[config.mk]
export PLATFORM = sky130hd
export DESIGN_NAME = demux_stream_router
export DESIGN_NICKNAME = d
export VERILOG_FILES = /design/src/rtl/demux_stream_router.sv
export SDC_FILE = /design/constraint.sdc
export NUM_CORES = 1
export LEC_CHECK = 0
export ABC_CLOCK_PERIOD_IN_PS = 4800
export BUFFER_PORTS_ARGS = -buffer_cell sky130_fd_sc_hd__buf_2
export CAP_MARGIN = 20
export CORE_ASPECT_RATIO = 0.75
export CORE_MARGIN = 1.5
export CORE_UTILIZATION = 53
export CTS_BUF_LIST = sky130_fd_sc_hd__clkbuf_4
export DETAILED_ROUTE_END_ITERATION = 7
export PLACE_DENSITY = 0.91
export SLEW_MARGIN = 10
export SYNTH_ARGS = -nofsm -noshare
export SYNTH_HDL_FRONTEND = slang
export SYNTH_SLANG_ARGS = --single-unit
[constraint.sdc]
create_clock -name clk -period 4.8 [get_ports clk]
set_input_delay 1.44 -clock clk [delete_from_list [all_inputs] [get_ports clk]]
set_output_delay 1.44 -clock clk [all_outputs]
set_load 0.01 [all_outputs]
[src/rtl/demux_stream_router.sv]
`default_nettype none
// ============================================================================
// Module      : demux_stream_router
// Description : 1-to-NUM_CH valid/ready demultiplexer. Each output channel has
//               a one-entry register so a stalled consumer never blocks the
//               other channels. Supports unicast (by in_sel) and broadcast
//               delivery, and keeps a saturating count of words that were
//               accepted with an out-of-range select and discarded.
// Revision    : 1.0 - initial release
// ============================================================================
module demux_stream_router #(
  parameter int DATA_W = 8,
  parameter int NUM_CH = 4,
  parameter int SEL_W  = 2,
  parameter int CNT_W  = 8
) (
  input  logic                     clk,
  input  logic                     rst,
  input  logic                     in_valid,
  output logic                     in_ready,
  input  logic [DATA_W-1:0]        in_data,
  input  logic [SEL_W-1:0]         in_sel,
  input  logic                     in_bcast,
  output logic [NUM_CH-1:0]        out_valid,
  input  logic [NUM_CH-1:0]        out_ready,
  output logic [NUM_CH*DATA_W-1:0] out_data,
  output logic [CNT_W-1:0]         drop_cnt
);

  // Every encodable select value gets a slot so in_sel can index safely
  // even when it addresses a channel that does not exist.
  localparam int          c_sel_span = 1 << SEL_W;
  localparam int unsigned c_num_ch   = NUM_CH;

  // Per-channel occupancy state.
  typedef enum logic {
    CH_EMPTY = 1'b0,
    CH_FULL  = 1'b1
  } ch_state_e;

  logic [NUM_CH-1:0]     w_free;
  logic [NUM_CH-1:0]     w_load;
  logic [c_sel_span-1:0] w_free_ext;
  logic                  w_sel_ok;
  logic                  w_ready_raw;
  logic                  w_accept;
  logic                  w_drop;
  logic [CNT_W-1:0]      drop_cnt_d;
  logic [CNT_W-1:0]      drop_cnt_q;

  assign w_sel_ok = (32'(in_sel) < c_num_ch);

  // Widen the per-channel free vector to the full select range (unused slots read as 0).
  always_comb begin
    w_free_ext               = '0;
    w_free_ext[NUM_CH-1:0]   = w_free;
  end

  // Ready decision: a bad select is always accepted (and dropped), broadcast
  // needs every channel free, unicast only needs the addressed one.
  always_comb begin
    w_ready_raw = 1'b1;
    if (in_bcast) begin
      w_ready_raw = &w_free;
    end else if (w_sel_ok) begin
      w_ready_raw = w_free_ext[in_sel];
    end
  end

  assign in_ready = !rst && w_ready_raw;
  assign w_accept = in_valid && in_ready;
  assign w_drop   = w_accept && !in_bcast && !w_sel_ok;

  generate
    for (genvar k = 0; k < NUM_CH; k++) begin : g_ch
      localparam logic [SEL_W-1:0] c_ch_idx = SEL_W'(k);

      ch_state_e         state_q;
      ch_state_e         state_d;
      logic [DATA_W-1:0] data_q;
      logic [DATA_W-1:0] data_d;

      // A channel can take a word if it is empty or its word leaves this cycle.
      assign w_free[k] = (state_q == CH_EMPTY) || out_ready[k];
      assign w_load[k] = w_accept && (in_bcast || (w_sel_ok && (in_sel == c_ch_idx)));

      // Next state: a load wins over a drain so drain+load keeps the channel full.
      always_comb begin
        state_d = state_q;
        data_d  = data_q;
        if (w_load[k]) begin
          state_d = CH_FULL;
          data_d  = in_data;
        end else if ((state_q == CH_FULL) && out_ready[k]) begin
          state_d = CH_EMPTY;
        end
      end

      // Channel register; data is kept after drain so out_data shows the last word.
      always_ff @(posedge clk or posedge rst) begin
        if (rst) begin
          state_q <= CH_EMPTY;
          data_q  <= '0;
        end else begin
          state_q <= state_d;
          data_q  <= data_d;
        end
      end

      assign out_valid[k]                     = (state_q == CH_FULL);
      assign out_data[k*DATA_W +: DATA_W]     = data_q;
    end
  endgenerate

  // Saturating drop counter for words accepted with an out-of-range select.
  always_comb begin
    drop_cnt_d = drop_cnt_q;
    if (w_drop && (drop_cnt_q != {CNT_W{1'b1}})) begin
      drop_cnt_d = drop_cnt_q + 1'b1;
    end
  end

  // Drop counter register.
  always_ff @(posedge clk or posedge rst) begin
    if (rst) begin
      drop_cnt_q <= '0;
    end else begin
      drop_cnt_q <= drop_cnt_d;
    end
  end

  assign drop_cnt = drop_cnt_q;

endmodule
`default_nettype wire
==> results.toml, run 1 <==
[cells_and_area]
area_growth_pct = 18.9
fin_nets = 181
diodes = 0
fin_area_sq_um = 1870
drive_above_1_share = 0.626

[min_path]
min_path_type = "flop to flop"

[placement]
io_buffer_count = 54
gp_congestion = 0.710
hpwl_mm = 2.24
postPlaceCellArea_sq_um = 1820

[global_route]
grt_antenna_before_repair = 0
grt_pass1_wl_mm = 4.93
grt_usage = 0.206
grt_overflow = 0
grt_pass1_vias = 1017
grt_max_degree = 37

[cts]
ctsHoldBuffers = 0
cts.sinks = 36
htree_levels = 2
cts_tree = "done"
clk_latency_ns = 0.32
cts_resized = 0
path_clk_slew_ns = 0.10
root_buffer = "clkbuf_4"
clockBufferDepth = 2
cts_made_buffers = 5
post_cts_buffers = 0

[setup_path]
cp.required_ns = 3.36
crit_top_cell = "buf_2"
setup.worst_path.start_class = "primary input"
arrival_ns = 2.63
cp_slowest_cell = "a311o_1"
crit_path_max_fanout = 6
criticalPathCategory = "primary input to output pin"
end_kind = "output pin"
path_cells = "buf_2, a21oi_2, nor3b_1, a311o_1, nor2_1, buf_2"
critPathMaxStageDelay_ns = 0.47

[synth]
synth_top_area_frac = 0.573
yosys.area.top_type = "dfrtp_1"
synth_top_flop_cell = "dfrtp_1"
avgSynthCellArea_sq_um = 14.7
ys_seq_elements = 36
synth_area_sq_um = 1570
synth_cells = 107
synthTopCellsByCount = "dfrtp_1 (36), mux2_2 (32), buf_4 (12), inv_1 (5)"
yosysWarnings = 0
synth_edf_count = 0
synthTopCellsByArea = "dfrtp_1 (57%), mux2_2 (23%), buf_4 (5.7%)"
synth.most_common_cell = "dfrtp_1"
synth_cell_types = 23
ys_async_sr_fraction = 1.00
synth_seq_area_share = 0.573

[timing]
worst_slew_pin_slew_ns = 0.767
tns_ns = 0
min_period_over_period = 0.847
final_hold_viol_count = 0
setup_viol = 0
worst_slew_margin_rel = 0.486
maxSlewViolCount = 0
clock_skew_ns = 0.00629
whs_ns = 0.511
fmaxAchievable_ghz = 0.246
rsz0062_at_grt = "false"
min_period_ns = 4.07

[routing]
post-route-drc-count = 0
firstDrtPassIters = 4
vias = 1024
drtAntennaViolNets = 0
drt-initial-drc-count = 40
via_per_inst = 5.15
wirelength_mm = 2.97
wl_per_cell_microns = 14.9

[pwr]
switchingPower_uw = 252
p_per_area_nw_per_um2 = 439
p_sw_frac = 0.306
peakVddDrop_mv = 0.247
power.leakage_uw = 0.000925
p_seq_frac = 0.518
p_int_uw = 570
combPwrFrac = 0.303
clkPwrFrac = 0.179

[floorplanning]
design.core.area_sq_um = 2700
fp.dieArea_sq_um = 3300
rows = 16
die_w_microns = 65.9
num_io_pins = 63
die_y_microns = 50.2
initial_core_util = 0.581

[run_status]
status = "completed"

[flow_run]
maxCapViolations = 0
cell families after synthesis:
logic type             share of synthesized area
buffers and inverters                     0.0764
other                                    0.00239
flip-flops                                 0.573
multiplexers                               0.229
AO/OA/AOI/OAI                             0.0462
AND/OR/NAND/NOR                           0.0725
cells in the final DEF (no fill, tap or decap):
cell and instances:
nor3_2 1, nor4_4 2, a21oi_2 1, nor2_1 1, nor3b_1 1, nor4b_4 1
mux2_2 32, conb_1 8, o21ai_2 1, inv_1 5, a21oi_1 1, clkinv_2 1
o41ai_1 1, nand2_1 2, dfrtp_1 36, a21o_1 1, clkbuf_4 6, nand2b_1 1
nor2b_1 1, a311o_1 1, buf_2 54, o21bai_1 2, or2_2 1, buf_4 1
a21o_2 1
power groups by stage:
stage                     Clock, uW  Sequential, uW  Combinational (uW)
after CTS                       155             426                 254
final                           147             425                 249
after global routing            168             437                 272
after detailed placement          0             430                 253
after floorplan                   0             463                 115
after global placement            0             427                 244
worst max-delay path: cells and delay by family:
family	cells	cell delay, ns
AND/OR/NAND/NOR	2	0.23
buffers and inverters	2	0.27
AO/OA/AOI/OAI	2	0.69
stage by stage:
step / instances / util / setup slack [ns] / total power [uW]
floorplan: 114 / - / 1.03 / 579
global route: 199 / 0.692 / 0.662 / 876
detailed placement: 192 / 0.673 / 0.737 / 683
global placement: 192 / 0.673 / 0.794 / 671
finish: 199 / 0.692 / 0.734 / 821
CTS: 199 / 0.692 / 0.733 / 834
flip-flops by register name (all words and copies together) (netlist names):
signal	flops
g_ch.data_q	32
g_ch.state_q	4
per-layer routing:
| layer | vias to the layer above | share of wire | global-route usage |
|---|---|---|---|
| met5 | - | 0 | 0 |
| met4 | 0 | 0.0091 | 0.0625 |
| met3 | 3 | 0.10 | 0.0717 |
| met2 | 58 | 0.43 | 0.332 |
| met1 | 493 | 0.46 | 0.264 |
| li1 | 470 | - | - |
layout make-up:
cell class | instances | area (sq um)
Sequential cell | 36 | 901
Fill cell | 208 | 833
Multi-Input combinational cell | 60 | 577
Timing Repair Buffer | 55 | 278
Clock buffer | 6 | 45.0
Tap cell | 36 | 45.0
Inverter | 5 | 18.8
Clock inverter | 1 | 5.00
final timing paths:
check / start / to / slack [ns] / cells past startpoint
min reg2reg: g_ch[3].data_q[1]$_DFFE_PP0P_ / g_ch[3].data_q[1]$_DFFE_PP0P_ / 0.51 / 1
max reg2reg: g_ch[3].state_q$_DFFE_PP0P_ / g_ch[0].data_q[2]$_DFFE_PP0P_ / 2.56 / 4
max: in_sel[1] / in_ready / 0.73 / 6
max in group asynchronous: rst / g_ch[2].state_q$_DFFE_PP0P_ / 3.29 / 3
min: g_ch[3].data_q[1]$_DFFE_PP0P_ / g_ch[3].data_q[1]$_DFFE_PP0P_ / 0.51 / 1
min in group asynchronous: rst / g_ch[3].data_q[2]$_DFFE_PP0P_ / 1.21 / 3
(Power assumes the default switching activity.)
==> inputs of run 2 (changes only) <==
- ABC_CLOCK_PERIOD_IN_PS: 4800 -> 3400
- CORE_UTILIZATION: 53 -> 45
- PLACE_DENSITY: 0.91 -> 0.83
- clock period: 4.8 -> 3.4 ns (I/O delays scaled with it)
==> run 2 against run 1 <==
  * Non-clock buffer count is 5 higher
  * Global-route usage is 2.1 points lower
  * Clock power is 42% higher
  * Via count is 2.1% higher
  * Final cell count is 4.5% higher
  * Hold slack hardly changed
  * First-iteration DRC count is 48% lower
  * Sequential power is 41% higher
  * Clock skew is 0.0077 ns higher
  * Utilization is 11 points lower
  * Critical path type unchanged
==> results.toml, run 2 (synthesized netlist as in run 1, its figures left out) <==
[routing]
post-route-drc-count = 0
wl_per_cell_microns = 15.7
firstDrtPassIters = 3
vias = 1046
drtAntennaViolNets = 0
drt-initial-drc-count = 21
via_per_inst = 5.03
wirelength_mm = 3.26

[setup_path]
reg2reg_to = "g_ch[0].data_q[0]$_DFFE_PP0P_"
arrival_ns = 2.09
criticalPathCategory = "primary input to output pin"
end_kind = "output pin"
setup.worst_path.start_class = "primary input"
rr_startpoint = "g_ch[3].state_q$_DFFE_PP0P_"
cp.required_ns = 2.38
rr_worst_depth = 6
crit_path_max_fanout = 4
r2r_slack_ns = 1.17

[floorplanning]
rows = 18
initial_core_util = 0.475
die_y_microns = 54.2
fp.dieArea_sq_um = 3860
die_w_microns = 71.2
design.core.area_sq_um = 3310
num_io_pins = 63

[cells_and_area]
drive_above_1_share = 0.637
largest_reg_flops = 32
fin_nets = 186
most-common-layout-cells = "buf_2 (54), dfrtp_1 (36), mux2_2 (32)"
diodes = 0
final_common_cell = "buf_2"
area_growth_pct = 21.7
largest_registers = "g_ch.data_q (32), g_ch.state_q (4)"
regMostFlops = "g_ch.data_q"

[timing]
setup_viol = 0
tns_ns = 0
fin_ws_ns = 0.293
worst_slew_margin_rel = 0.663
rsz0062_at_grt = "false"
worst_slew_pin_slew_ns = 0.506
min_period_over_period = 0.914
final_hold_viol_count = 0
clock_skew_ns = 0.0140
min_period_ns = 3.11
maxSlewViolCount = 0
fmaxAchievable_ghz = 0.322

[placement]
dp_slack_ns = 0.264
hpwl_mm = 2.49
io_buffer_count = 54
gp_congestion = 0.944

[cts]
htree_levels = 2
cts_tree = "done"
ctsHoldBuffers = 0
post_cts_buffers = 0
cts_resized = 0
path_clk_slew_ns = 0.08
root_buffer = "clkbuf_4"
clk_latency_ns = 0.33
cts.sinks = 36
clockBufferDepth = 2
cts_made_buffers = 5

[global_route]
grt_pass1_wl_mm = 5.21
grt_antenna_before_repair = 0
grt_pass1_vias = 1095
grt_overflow = 0
grt_usage = 0.185
grt_max_degree = 37

[min_path]
min_path_type = "flop to flop"
min_to = "g_ch[1].data_q[6]$_DFFE_PP0P_"
min_from = "g_ch[1].data_q[6]$_DFFE_PP0P_"
min_path_cells = 1

[flow_run]
maxCapViolations = 0

[pwr]
peakVddDrop_mv = 0.302
p_per_area_nw_per_um2 = 611
power.leakage_uw = 0.000951

[run_status]
status = "completed"
==> run 2: cell count changes in the layout (fill, tap and decap cells not counted) <==
cell and delta:
buf_4 +5
==> run 2: layer usage <==
layer / wire length, microns / global-route usage
met1: 1430 / 0.232
met2: 1530 / 0.306
met3: 233 / 0.0506
met4: 65 / 0.0849
met5: 0 / 0
==> run 2: worst max-delay path by stage <==
| stage | from | endpoint | slack [ns] | cells after the start |
|---|---|---|---|---|
| after floorplan | in_sel[1] | in_ready | 0.47 | 5 |
| after global placement | in_sel[0] | in_ready | 0.38 | 6 |
| after detailed placement | in_sel[1] | g_ch[0].data_q[0]$_DFFE_PP0P_ | 0.26 | 8 |
| after CTS | in_sel[0] | in_ready | 0.28 | 6 |
| after global routing | in_sel[0] | in_ready | 0.20 | 6 |
| final | in_sel[1] | in_ready | 0.29 | 6 |
==> run 2: layout make-up <==
cell class,instances,area [sq um]
well taps,40,50.0
flip-flops and latches,36,901
multi-input cells,60,577
fillers,275,1400
inverters,5,18.8
repair buffers,60,315
clock inverters,1,5.00
clock buffers,6,45.0
==> run 2: worst max-delay path, stage by stage <==
cell     delay, ns
buf_2         0.13
a21oi_2       0.23
nor3b_1       0.09
a311o_1       0.36
nor2_1        0.11
buf_2         0.14
==> run 2: metrics by stage <==
step	utilization	instance area (sq um)	power [uW]	hold WS [ns]	std cells
after floorplan	-	1600	817	0.465	114
after global placement	0.562	1860	955	0.477	201
after detailed placement	0.562	1860	974	0.490	201
after CTS	0.577	1910	1180	0.516	208
after global routing	0.577	1910	1240	0.530	208
final	0.577	1910	1170	0.510	208
==> run 2: power breakdown <==
part           leakage [uW]  internal, uW  total (uW)  switching, uW
logic              0.000489           185         362            177
clock network     0.0000315          84.1         209            124
registers          0.000431           540         598           57.5
==> inputs of run 3 (changes only) <==
- BUFFER_PORTS_ARGS: -buffer_cell sky130_fd_sc_hd__buf_2 -> unset
- CAP_MARGIN: 20 -> unset
- CORE_ASPECT_RATIO: 0.75 -> 0.7
- CORE_UTILIZATION: 45 -> 58
- DONT_BUFFER_PORTS: unset -> 1
- PLACE_DENSITY: 0.83 -> 0.81
==> run 3 against run 2 <==
  * Sequential power up 13%
  * Hold slack better by 0.074 ns
  * Combinational power down 53%
  * Design area down 14%
  * Final cell count down 28%
  * Register-to-register slack better by 0.11 ns
  * Global-route usage up 2.8 points
  * Via count down 16%
  * Die area down 21%
  * Utilization up 7.5 points
  * Critical path type unchanged
==> results.toml, run 3 (synthesized netlist as in run 1, its figures left out) <==
[setup_path]
rr_startpoint = "g_ch[3].state_q$_DFFE_PP0P_"
crit_path_max_fanout = 6
path_cells = "inv_1, a21oi_1, o21ai_2, nor2_1"
arrival_ns = 1.91
cp.required_ns = 2.38
reg2reg_to = "g_ch[0].data_q[6]$_DFFE_PP0P_"
critPathMaxStageDelay_ns = 0.37
r2r_slack_ns = 1.28
criticalPathCategory = "primary input to output pin"
end_kind = "output pin"
rr_worst_depth = 6
cp_slowest_cell = "a21oi_1"
setup.worst_path.start_class = "primary input"

[timing]
worst_slew_margin_rel = 0.564
rsz0062_at_grt = "false"
maxSlewViolCount = 0
fmaxAchievable_ghz = 0.341
fin_ws_ns = 0.469
clock_skew_ns = 0.00616
whs_ns = 0.584
min_period_over_period = 0.862
tns_ns = 0
min_period_ns = 2.93
worst_slew_pin_slew_ns = 0.653
final_hold_viol_count = 0
setup_viol = 0

[placement]
gp_congestion = 0.749
postPlaceCellArea_sq_um = 1580
io_buffer_count = 0
dp_slack_ns = 0.485
hpwl_mm = 2.17

[cells_and_area]
regMostFlops = "g_ch.data_q"
largest_registers = "g_ch.data_q (32), g_ch.state_q (4)"
final_common_cell = "dfrtp_1"
nFillCells = 182
drive_above_1_share = 0.461
diodes = 0
area_growth_pct = 4.38
most-common-layout-cells = "dfrtp_1 (36), mux2_2 (32), conb_1 (8)"
fin_area_sq_um = 1640
fin_nets = 132
largest_reg_flops = 32
post-route-util = 0.652

[floorplanning]
design.core.area_sq_um = 2510
rows = 15
die_y_microns = 46.6
die_w_microns = 65.2
initial_core_util = 0.625
num_io_pins = 63
fp.dieArea_sq_um = 3040

[pwr]
p_per_area_nw_per_um2 = 651
power.leakage_uw = 0.000733
peakVddDrop_mv = 0.350

[cts]
cts_tree = "done"
clockBufferDepth = 2
path_clk_slew_ns = 0.10
ctsHoldBuffers = 0
cts_made_buffers = 5
htree_levels = 2
cts.sinks = 36
cts_resized = 0
post_cts_buffers = 0
root_buffer = "clkbuf_4"
clk_latency_ns = 0.34

[run_status]
status = "completed"

[routing]
wl_met3_microns = 292
wl_per_cell_microns = 19.4
drtAntennaViolNets = 0
routedLengthMet1_mm = 1.06
post-route-drc-count = 0
top_layer = "met4"
drt-initial-drc-count = 15
via_per_inst = 5.91
wirelength_mm = 2.89
vias = 881
firstDrtPassIters = 4
wl_met2_mm = 1.45

[flow_run]
maxCapViolations = 0

[global_route]
grt_usage = 0.214
grt_overflow = 0
grt_pass1_vias = 922
grt_pass1_wl_mm = 4.46
grt_max_degree = 20
grt_antenna_before_repair = 0

[min_path]
min_from = "g_ch[3].state_q$_DFFE_PP0P_"
min_to = "g_ch[3].state_q$_DFFE_PP0P_"
min_path_type = "flop to flop"
min_path_cells = 1
[run 3: cell count changes in the layout (fill, tap and decap cells not counted), sizes merged]
| cell | before | now |
|---|---|---|
| buf | 60 | 6 |
| clkbuf | 6 | 7 |
[run 3: report_power, final]
group	internal [uW]	total, uW	switching (uW)
Combinational	102	169	67.4
Sequential	541	673	133
Clock	95.4	225	130
Total	738	1070	330
[run 3: cell type report]
class	count	area (sq um)	share of cell area
sequential	36	901	0.549
tap	34	42.5	0.0259
inverter	5	18.8	0.0114
timing repair buffer	6	45.0	0.0275
multi-input combinational	60	577	0.352
clock buffer	7	52.6	0.0320
clock inverter	1	3.75	0.00229
[run 3: how the worst max path moves through the flow]
stage | start | end | slack [ns] | depth (start not counted)
after global placement | in_sel[1] | in_ready | 0.56 | 4
after CTS | in_sel[0] | in_ready | 0.48 | 4
after floorplan | in_sel[1] | in_ready | 0.47 | 5
after global routing | in_sel[0] | in_ready | 0.38 | 4
after detailed placement | in_sel[0] | in_ready | 0.49 | 4
final | in_sel[0] | in_ready | 0.47 | 4
[run 3: metal layers]
layer / GRT usage / vias to the layer above
li1: - / 365
met1: 0.221 / 453
met2: 0.371 / 50
met3: 0.0954 / 13
met4: 0.125 / 0
met5: 0 / -
[run 3: stage by stage]
stage,cells,total power (uW)
floorplan,114,817
global placement,141,840
detailed placement,141,857
CTS,149,1080
global route,149,1120
finish,149,1070
[run 3: critical path, delay by kind of cell]
family          cells  cell delay (ns)
simple gates        1             0.23
buf+inv             1             0.03
compound gates      2             0.62
